===== config.mk =====
export PLATFORM = sky130hd
export DESIGN_NAME = xor_parity_accum
export DESIGN_NICKNAME = d
export VERILOG_FILES = /design/src/rtl/xor_parity_accum.sv
export SDC_FILE = /design/constraint.sdc
export NUM_CORES = 1
export LEC_CHECK = 0
export CAP_MARGIN = 20
export CORE_AREA = 2 2 49 55
export CTS_CLUSTER_DIAMETER = 80
export CTS_CLUSTER_SIZE = 12
export DETAILED_ROUTE_END_ITERATION = 16
export DIE_AREA = 0 0 51 57
export GPL_ROUTABILITY_DRIVEN = 0
export PLACE_DENSITY = 0.82
export SLEW_MARGIN = 25
export SYNTH_ARGS = -nofsm -noshare
export SYNTH_HDL_FRONTEND = slang
export SYNTH_SLANG_ARGS = --single-unit

===== constraint.sdc =====
create_clock -name clk -period 1.4 [get_ports clk]
set_input_delay 0.28 -clock clk [delete_from_list [all_inputs] [get_ports clk]]
set_output_delay 0.28 -clock clk [all_outputs]
set_load 0.05 [all_outputs]

===== src/rtl/xor_parity_accum.sv =====
// Purpose : accumulates the bitwise XOR of a valid/ready framed word stream and reports word parity,
//           reduction parity, beat count and overflow once per frame.
// Latency : out_valid rises 1 cycle after the in_last beat is accepted; one frame per N+1 cycles.
// Backpr. : in_ready drops only while a result is held; the result is held stable until out_ready.
//
// Ports:
//   clk, rst                   single clock, synchronous active-high reset
//   in_valid/in_ready          input beat handshake, in_data word, in_last marks final beat
//   out_valid/out_ready        result handshake
//   out_word                   XOR of all words in the frame
//   out_bit                    reduction parity of out_word
//   out_count                  beats accepted in the frame, saturating at MAX_LEN
//   out_overflow               frame had more than MAX_LEN beats
//   exp_parity, out_err        only with PARITY_CHECK_EN: expected parity sampled with the
//                              in_last beat, and out_bit ^ expected parity
// Optional feature macro: PARITY_CHECK_EN
module xor_parity_accum #(
   parameter int WIDTH   = 8,
   parameter int MAX_LEN = 16,
   parameter int CNT_W   = 5
) (
   input  logic             clk,
   input  logic             rst,
   input  logic             in_valid,
   output logic             in_ready,
   input  logic [WIDTH-1:0] in_data,
   input  logic             in_last,
`ifdef PARITY_CHECK_EN
   input  logic             exp_parity,
   output logic             out_err,
`endif
   output logic             out_valid,
   input  logic             out_ready,
   output logic [WIDTH-1:0] out_word,
   output logic             out_bit,
   output logic [CNT_W-1:0] out_count,
   output logic             out_overflow
);

   typedef enum logic [1:0] {
      IDLE  = 2'd0,
      ACCUM = 2'd1,
      HOLD  = 2'd2
   } state_t;

   state_t           state;
   logic [WIDTH-1:0] acc;
   logic [CNT_W-1:0] cnt;
   logic             ovf;
   logic [WIDTH-1:0] acc_nxt;
   logic             beat_acc;

   // A fresh frame starts from the incoming word rather than from the stale accumulator.
   always_comb begin
      acc_nxt = in_data;
      if (state == ACCUM) begin
         acc_nxt = acc ^ in_data;
      end
   end

   assign beat_acc = in_valid && in_ready;

   always_ff @(posedge clk) begin
      if (rst) begin
         state     <= IDLE;
         in_ready  <= 1'b1;
         out_valid <= 1'b0;
         acc       <= '0;
         cnt       <= '0;
         ovf       <= 1'b0;
         out_bit   <= 1'b0;
`ifdef PARITY_CHECK_EN
         out_err   <= 1'b0;
`endif
      end else begin
         case (state)
            IDLE, ACCUM: begin
               if (beat_acc) begin
                  acc     <= acc_nxt;
                  // Reduction parity is registered alongside acc so it always matches out_word.
                  out_bit <= ^acc_nxt;
                  if (state == IDLE) begin
                     cnt <= CNT_W'(1);
                     ovf <= 1'b0;
                  end else if (cnt < CNT_W'(MAX_LEN)) begin
                     cnt <= cnt + CNT_W'(1);
                  end else begin
                     // Count saturates; overflow stays set until the next frame starts.
                     ovf <= 1'b1;
                  end
                  if (in_last) begin
                     state     <= HOLD;
                     in_ready  <= 1'b0;
                     out_valid <= 1'b1;
`ifdef PARITY_CHECK_EN
                     out_err   <= (^acc_nxt) ^ exp_parity;
`endif
                  end else begin
                     state <= ACCUM;
                  end
               end
            end
            HOLD: begin
               if (out_ready) begin
                  state     <= IDLE;
                  in_ready  <= 1'b1;
                  out_valid <= 1'b0;
               end
            end
            default: begin
               state     <= IDLE;
               in_ready  <= 1'b1;
               out_valid <= 1'b0;
            end
         endcase
      end
   end

   assign out_word     = acc;
   assign out_count    = cnt;
   assign out_overflow = ovf;

endmodule


* Word-level counts from Yosys, hierarchy flattened
Cells that the tools add are included.
** Operators by class
- Reductions and logical operators :: 10
- Muxes and demuxes :: 17
- Magnitude comparators :: 1
- Eq/ne operators :: 6
- Bitwise gates (word level) :: 1
- $add $sub $neg :: 1
** Operators with widths (count)
- two-way mux 5 bit :: 2
- AND reduction 3 bit :: 3
- two-way mux 1 bit :: 8
- two-way mux 8 bit :: 1
- != test 2 bit (second input constant) :: 4
- XOR reduction 8 bit :: 1
- XOR 8 bit :: 1
- two-way mux 2 bit :: 3
- adder 5 x 1 -> 5 bit (second input constant) :: 1
- less-than comparator 5 bit (second input constant) :: 1
- case mux 1 bit (2 select lines) :: 2
- case mux 2 bit (2 select lines) :: 1
- AND reduction 2 bit :: 2
- == test 2 x 1 -> 1 bit (second input constant) :: 1
- == test 2 bit (second input constant) :: 1
- logical NOT 2 bit :: 1
- nonzero test 2 bit :: 1
- OR reduction 2 bit :: 1
- logical AND 1 bit :: 1
** Word-level totals
- Output and inout bits :: 17
- Word-level logic and storage cells :: 43
- Register bits after elaboration :: 19
- Input bits :: 13

* Depth between registers and ports, before layout
Gate-level depths: netlist (run 1).
- Word-level depth :: 4
- Gate-level depth with buffers :: 6
- Mapped depth without buffers :: 6

* Worst setup path after synthesis (run 1)
Ideal clock, no wire load.
- Path type :: reg-to-reg
- From :: register in_ready
- To :: register acc[2] (netlist: out_word[2])
- Data arrival time :: 1474 ps
- Library setup time :: 128 ps
- Path buffers :: 1
- Cell stages (with the launch flop) :: 7
- Clock period less this slack :: 1601 ps
- Data required time :: 1272 ps
- Slack :: -201 ps
- Path through :: dfxtp_1 nand2_1 nor2_1 clkbuf_1 o21ai_0 a22oi_1 nor2_1
** Between the ends
- Cells in the longest elaborated chain, start to end :: 2
** RTL lines
- start, declared :: RTL line 25 : output logic in_ready,
- start signal, assigned :: RTL line 66 : in_ready <= 1'b1;
- start signal, assigned :: RTL line 93 : in_ready <= 1'b0;
- start signal, assigned :: RTL line 106 : in_ready <= 1'b1;
- logical AND 1 bit :: RTL line 61 : assign beat_acc = in_valid && in_ready;
- AND reduction 2 bit (no line)
- end signal, assigned :: RTL line 79 : acc <= acc_nxt;
- end, declared :: RTL line 47 : logic [WIDTH-1:0] acc;
Every way passes these cells.
A chain may end at the register's enable or synchronous reset.

* Final worst setup path (run 1)
- From :: input port in_data[7]
- To :: register out_bit
** Between the ends
- Cells in the longest elaborated chain, start to end :: 3
** RTL lines
- start, declared :: RTL line 26 : input logic [WIDTH-1:0] in_data,
- XOR 8 bit :: RTL line 57 : acc_nxt = acc ^ in_data;
- two-way mux 8 bit * :: RTL line 56 : if (state == ACCUM) begin
- XOR reduction 8 bit * :: RTL line 81 : out_bit <= ^acc_nxt;
- end signal, assigned :: RTL line 81
- end, declared :: RTL line 35 : output logic out_bit,
Every way passes the cells marked *; elsewhere a longest branch is shown, timed or not.

==> flow_summary.json, run 1 <==
{
  "rsz0062_at_grt": "yes",
  "syn_area_um2": 1030,
  "layout-drive-gt1-share_pct": 31.9,
  "ios": 30,
  "ys_seq_area_share_pct": 36.8,
  "cts.sink_count": 19,
  "ant_nets": 0,
  "placed_area_um2": 1590,
  "clkTransAtPathRegs_ps": 100,
  "path_cells": "clkdlybuf4s50_1 > xnor2_2 > xnor2_1 > xnor2_1 > nand2b_1 > o311ai_1",
  "insertion_delay_ps": 300,
  "hold_viol": 0,
  "die_h_um": 57,
  "antenna_found_initial": 0,
  "fin_setup_tns_ps": 0,
  "wl_um": 2530,
  "skew_ps": 1.85,
  "track_usage_pct": 19.7,
  "cp-end-kind": "flip-flop",
  "cpMostUsedCell": "xnor2_1",
  "grt_pass1_wl_um": 4470,
  "run_status": "finished clean",
  "avgViaCountPerCell": 5.16,
  "fp.coreArea_um2": 2400,
  "final_area_um2": 1640,
  "required_ps": 1610,
  "cts_made_buffers": 3,
  "tightest_slew_ps": 286,
  "cpPeakStageDelay_ps": 550,
  "root_buffer": "clkbuf_4",
  "timing.final.crit_share_pct": 97.1,
  "cp_slowest_cell": "clkdlybuf4s50_1",
  "htreeDepth": 1,
  "dp_hpwl_um": 1930,
  "placementRows": 19,
  "route.detailed.drc": 0,
  "synthToLayoutAreaGrowth_pct": 59.1,
  "yosys_warnings": 0,
  "syn_avg_cell_area_um2": 8.33,
  "layout.nets": 178,
  "power.density_nw_per_um2": 939,
  "p_leak_nw": 0.667,
  "grt_pass1_vias": 1023,
  "final_common_cell": "nor2_1",
  "synth_cell_types": 31,
  "peakVddDrop_uv": 748,
  "ys_ff_latch": 19,
  "clk_path_buf_depth": 2,
  "max_slew_margin_pct": 80.9,
  "vias": 1002,
  "grt_overflow": 0,
  "maxSlewViolCount": 0,
  "drt_iter0_drc": 23,
  "setup_viol": 0,
  "fmax_ghz": 0.735,
  "wire_per_inst_um": 13.0,
  "final_cell_mix": "nor2_1, buf_12, o21ai_0, dfxtp_2",
  "grt_max_degree": 19,
  "io_buffer_count": 29,
  "postSynthCellCount": 124,
  "rrSetupSlack_ps": 90,
  "cts_tree": "done",
  "dieArea_um2": 2910,
  "synth_nets": 138,
  "start_util_pct": 43.0,
  "start_kind": "primary input",
  "postCtsHoldBufs": 0,
  "arrival_ps": 1570,
  "crit_type": "in2reg",
  "drv_cap": 0,
  "post-route-min-period_ps": 1360,
  "drtPass1Iterations": 5,
  "insertedDiodeCount": 0,
  "crit_path_max_fanout": 3,
  "die_w_um": 51,
  "hold_class": "in2reg"
}
flip-flops by register name, indices dropped and copies added (netlist names):
register / cells
state: 2
out_valid: 1
out_count: 5
out_bit: 1
in_ready: 1
out_word: 8
out_overflow: 1
Yosys cell counts:
cell / instances / area share (%)
a211oi_1: 1 / 0.73
a21o_1: 1 / 0.73
a21oi_1: 6 / 2.9
a22oi_1: 9 / 6.5
a31o_2: 1 / 0.85
a41oi_1: 1 / 0.85
and3_1: 1 / 0.61
buf_6: 1 / 1.1
clkbuf_1: 2 / 0.73
clkbuf_2: 1 / 0.48
clkbuf_8: 2 / 2.7
dfxtp_1: 19 / 37
ha_1: 1 / 1.2
mux2_2: 1 / 1.1
nand2_1: 12 / 4.4
nand2b_1: 6 / 3.6
nand3b_1: 2 / 1.5
nand3b_2: 1 / 1.1
nand4_1: 1 / 0.61
nor2_1: 18 / 6.5
nor2b_1: 1 / 0.61
nor3_1: 1 / 0.48
nor4_1: 1 / 0.61
o211ai_1: 1 / 0.73
o21ai_0: 15 / 7.3
o21ai_1: 1 / 0.48
o22ai_1: 1 / 0.61
o311ai_1: 1 / 0.85
xnor2_1: 10 / 8.5
xnor2_2: 1 / 1.6
xor2_1: 4 / 3.4
per-stage QoR:
| step | power (mW) | util [%] | setup WS [ps] | cells | hold WS (ps) |
|---|---|---|---|---|---|
| finish | 1.54 | 68.5 | 40.2 | 194 | 379 |
| global route | 1.63 | 68.5 | -68.3 | 194 | 459 |
| CTS | 1.55 | 67.2 | 9.35 | 194 | 477 |
| detailed placement | 1.27 | 66.0 | -334 | 190 | 499 |
| global placement | 1.25 | 66.0 | -258 | 190 | 491 |
| floorplan | 1.00 | - | 2.45 | 124 | 435 |
cells by family after synthesis:
family | synth area share [%]
compound gates | 22.5
buf+inv | 4.96
xor+xnor | 13.4
fa+ha+maj | 1.21
simple gates | 20.0
mux | 1.09
flops | 36.8
path summary, 6_finish.rpt:
check,from,to,depth (start not counted)
worst max-delay path,in_data[7],out_bit$_SDFFE_PP0P_,6
worst min-delay path,in_data[4],out_word[4]$_SDFFE_PP0P_,3
worst max register to register,out_word[7]$_SDFFE_PP0P_,out_bit$_SDFFE_PP0P_,5
worst min register to register,state[1]$_SDFFE_PP0P_,state[0]$_SDFFE_PP0P_,1
metal layers:
layer	GRT usage, %	share of wire, %
met5	0	0
met4	7.72	1.6
met3	2.88	4.5
met2	35.8	53
met1	22.8	41
power by group:
part           leakage (nW)  total, mW  switching, mW  internal, mW
clock                0.0150      0.276          0.165         0.111
sequential            0.160      0.656         0.0700         0.586
combinational         0.492      0.612          0.299         0.313
what timing repair did:
action / in CTS / in global routing
buffers inserted: 0 / 0
endpoints found under the setup margin: 2 / 12
pin swaps: 1 / 1
gates resized for setup: 3 / 7
worst max-delay path: cells and delay by family:
| kind | cells | cell delay (ps) |
|---|---|---|
| buffers and inverters | 1 | 550 |
| xor gates and xnor gates | 3 | 380 |
| AOI/OAI and AO/OA | 1 | 210 |
| and+or+nand+nor | 1 | 140 |
area by class of cell:
class	instances	area [um^2]
repair buffers	41	553
well taps	31	38.8
clock buffers	4	26.3
multi-input cells	99	629
fillers	181	757
flip-flops and latches	19	397
(Power assumes the default switching activity.)
==> inputs of run 2 (changes only) <==
--- a/config.mk
+++ b/config.mk
@@ -6,14 +6,14 @@
 export NUM_CORES = 1
 export LEC_CHECK = 0
 export CAP_MARGIN = 20
-export CORE_AREA = 2 2 49 55
+export CORE_AREA = 10 10 59 66
 export CTS_CLUSTER_DIAMETER = 80
 export CTS_CLUSTER_SIZE = 12
 export DETAILED_ROUTE_END_ITERATION = 16
-export DIE_AREA = 0 0 51 57
+export DIE_AREA = 0 0 69 76
 export GPL_ROUTABILITY_DRIVEN = 0
-export PLACE_DENSITY = 0.82
-export SLEW_MARGIN = 25
+export PLACE_DENSITY = 0.79
+export SLEW_MARGIN = 20
 export SYNTH_ARGS = -nofsm -noshare
 export SYNTH_HDL_FRONTEND = slang
 export SYNTH_SLANG_ARGS = --single-unit
==> constraint.sdc (replaced) <==
create_clock -name clk -period 1.25 [get_ports clk]
set_input_delay 0.25 -clock clk [delete_from_list [all_inputs] [get_ports clk]]
set_output_delay 0.25 -clock clk [all_outputs]
set_load 0.05 [all_outputs]
==> run 2 against run 1 <==
  * Utilization rose by 2.2 points
  * Final cell count grew 9.3%
  * Via count up 11%
  * Clock power grew 11%
  * Global-route usage is 7.8 points lower
  * Clock skew is 4.4 ps higher
  * Wire length up 30%
  * Register-to-register slack got worse by 60 ps
  * Largest power group is now combinational cells
  * Highest routed layer unchanged
==> flow_summary.json, run 2 (same netlist as run 1, synthesis figures left out) <==
{
  "dp_hpwl_um": 2470,
  "rsz0062_at_grt": "yes",
  "crit_type": "reg2reg",
  "drv_cap": 0,
  "timing.final.crit_share_pct": 98.0,
  "wire_per_inst_um": 15.5,
  "start_util_pct": 39.0,
  "grt_overflow": 0,
  "io_buffer_count": 29,
  "required_ps": 1440,
  "maxSlewViolCount": 0,
  "clockPowerShare_pct": 16.7,
  "ant_nets": 0,
  "route.detailed.drc": 0,
  "r2r_start": "in_ready$_SDFFE_PP1P_",
  "p_total_mw": 1.84,
  "grt_pass1_wl_um": 5400,
  "wl_met2_um": 1810,
  "fmax_ghz": 0.817,
  "top_layer_used": "met4",
  "cts_made_buffers": 3,
  "hold_path_depth": 2,
  "power.share.switching_pct": 34.8,
  "die_h_um": 76,
  "insertion_delay_ps": 290,
  "htreeDepth": 1,
  "track_usage_pct": 11.9,
  "final_cell_mix": "buf_4, buf_12, nor2_1, o21ai_0, nand2_1",
  "placementRows": 20,
  "path_cells": "nand2_1 > nor2_2 > buf_4 > o21ai_0 > a22oi_1 > nor2_1",
  "p_int_mw": 1.20,
  "hold_class": "reg2reg",
  "cts.sink_count": 19,
  "avgViaCountPerCell": 5.25,
  "power_frac_seq_pct": 38.7,
  "post-route-min-period_ps": 1220,
  "drtPass1Iterations": 4,
  "layout.nets": 194,
  "insertedDiodeCount": 0,
  "cp-startpoint": "in_ready$_SDFFE_PP1P_",
  "clk_path_buf_depth": 2,
  "cpPeakStageDelay_ps": 390,
  "numPlacedInstances": 205,
  "dieArea_um2": 5240,
  "layout-drive-gt1-share_pct": 44.7,
  "cpLargestDelayFamily": "flip-flops",
  "path_buf_inv": 1,
  "rrSetupSlack_ps": 30,
  "peakVddDrop_uv": 809,
  "m1WireLength_um": 1330,
  "grt_pass1_vias": 1184,
  "comb_power_share_pct": 44.6,
  "cp_slowest_cell": "dfxtp_4",
  "worst-path-stages": 6,
  "critPathCapture": "out_word[2]$_SDFFE_PP0P_",
  "wl_um": 3290,
  "root_buffer": "clkbuf_4",
  "setup_viol": 0,
  "fp.coreArea_um2": 2650,
  "grt_max_degree": 19,
  "synthToLayoutAreaGrowth_pct": 81.4,
  "tightest_slew_ps": 279,
  "antenna_found_initial": 0,
  "max_slew_margin_pct": 81.3,
  "ios": 30,
  "vias": 1113,
  "reg2reg_to": "out_word[2]$_SDFFE_PP0P_",
  "rr_worst_depth": 6,
  "power.density_nw_per_um2": 980,
  "postCtsHoldBufs": 0,
  "die_w_um": 69,
  "hold_viol": 0,
  "worst_hold_slack_ps": 520,
  "largest_reg_flops": 8,
  "skew_ps": 6.20,
  "p_leak_nw": 0.770,
  "cts_tree": "done",
  "drt_iter0_drc": 65,
  "p_switching_mw": 0.638,
  "wl_met3_um": 108,
  "fin_cells": 212,
  "cp-end-kind": "flip-flop",
  "run_status": "finished clean",
  "final_common_cell": "buf_4",
  "crit_path_max_fanout": 5,
  "start_kind": "flip-flop",
  "arrival_ps": 1410,
  "fin_setup_tns_ps": 0,
  "clkTransAtPathRegs_ps": 100
}
[run 2: metrics by stage]
| stage | instance area (um^2) | worst slack, ps | util (%) |
|---|---|---|---|
| floorplan | 1090 | 3.05 | - |
| global placement | 1740 | -378 | 65.5 |
| CTS | 1790 | 10.6 | 67.5 |
| global route | 1870 | -79.8 | 70.7 |
| detailed placement | 1740 | -470 | 65.5 |
| finish | 1870 | 25.6 | 70.7 |
[run 2: layer usage]
metal	global-route usage (%)	vias up
li1	-	544
met1	12.4	536
met2	22.3	29
met3	2.08	4
met4	5.44	0
met5	0	-
[run 2: worst min-delay path by stage]
stage,start,endpoint,slack (ps)
after floorplan,in_last,out_valid$_SDFFE_PP0P_,410
after global placement,out_count[1]$_SDFFE_PP0P_,out_count[1]$_SDFFE_PP0P_,500
after detailed placement,out_valid$_SDFFE_PP0P_,out_valid$_SDFFE_PP0P_,500
after CTS,in_data[4],out_word[4]$_SDFFE_PP0P_,490
after global routing,in_data[6],out_word[6]$_SDFFE_PP0P_,540
final,out_valid$_SDFFE_PP0P_,out_valid$_SDFFE_PP0P_,520
[run 2: repair_timing]
action / in CTS / in global routing
resized for setup: 16 / 15
pin swaps: 6 / 3
cloned: 0 / 1
setup buffers: 0 / 2
endpoints found under the setup margin: 11 / 12
[run 2: cell type report]
| class | count | area (um^2) |
|---|---|---|
| fillers | 213 | 778 |
| multi-input cells | 99 | 697 |
| repair buffers | 57 | 687 |
| flip-flops and latches | 19 | 423 |
| well taps | 33 | 41.3 |
| clock buffers | 4 | 26.3 |
[run 2: worst min-delay path: cells and delay by family, from the launching register on]
| family | cells | cell delay [ps] |
|---|---|---|
| flops | 1 | 350 |
| compound gates | 1 | 60 |
| simple gates | 1 | 70 |
[run 2: power by group through the flow]
stage          sequential, mW  clock, mW  combinational [mW]
5_1_grt                 0.718      0.361               0.878
6_report                0.710      0.307               0.819
2_1_floorplan           0.846          0               0.284
3_5_place_dp            0.721          0               0.770
3_3_place_gp            0.716          0               0.743
4_1_cts                 0.708      0.317               0.775
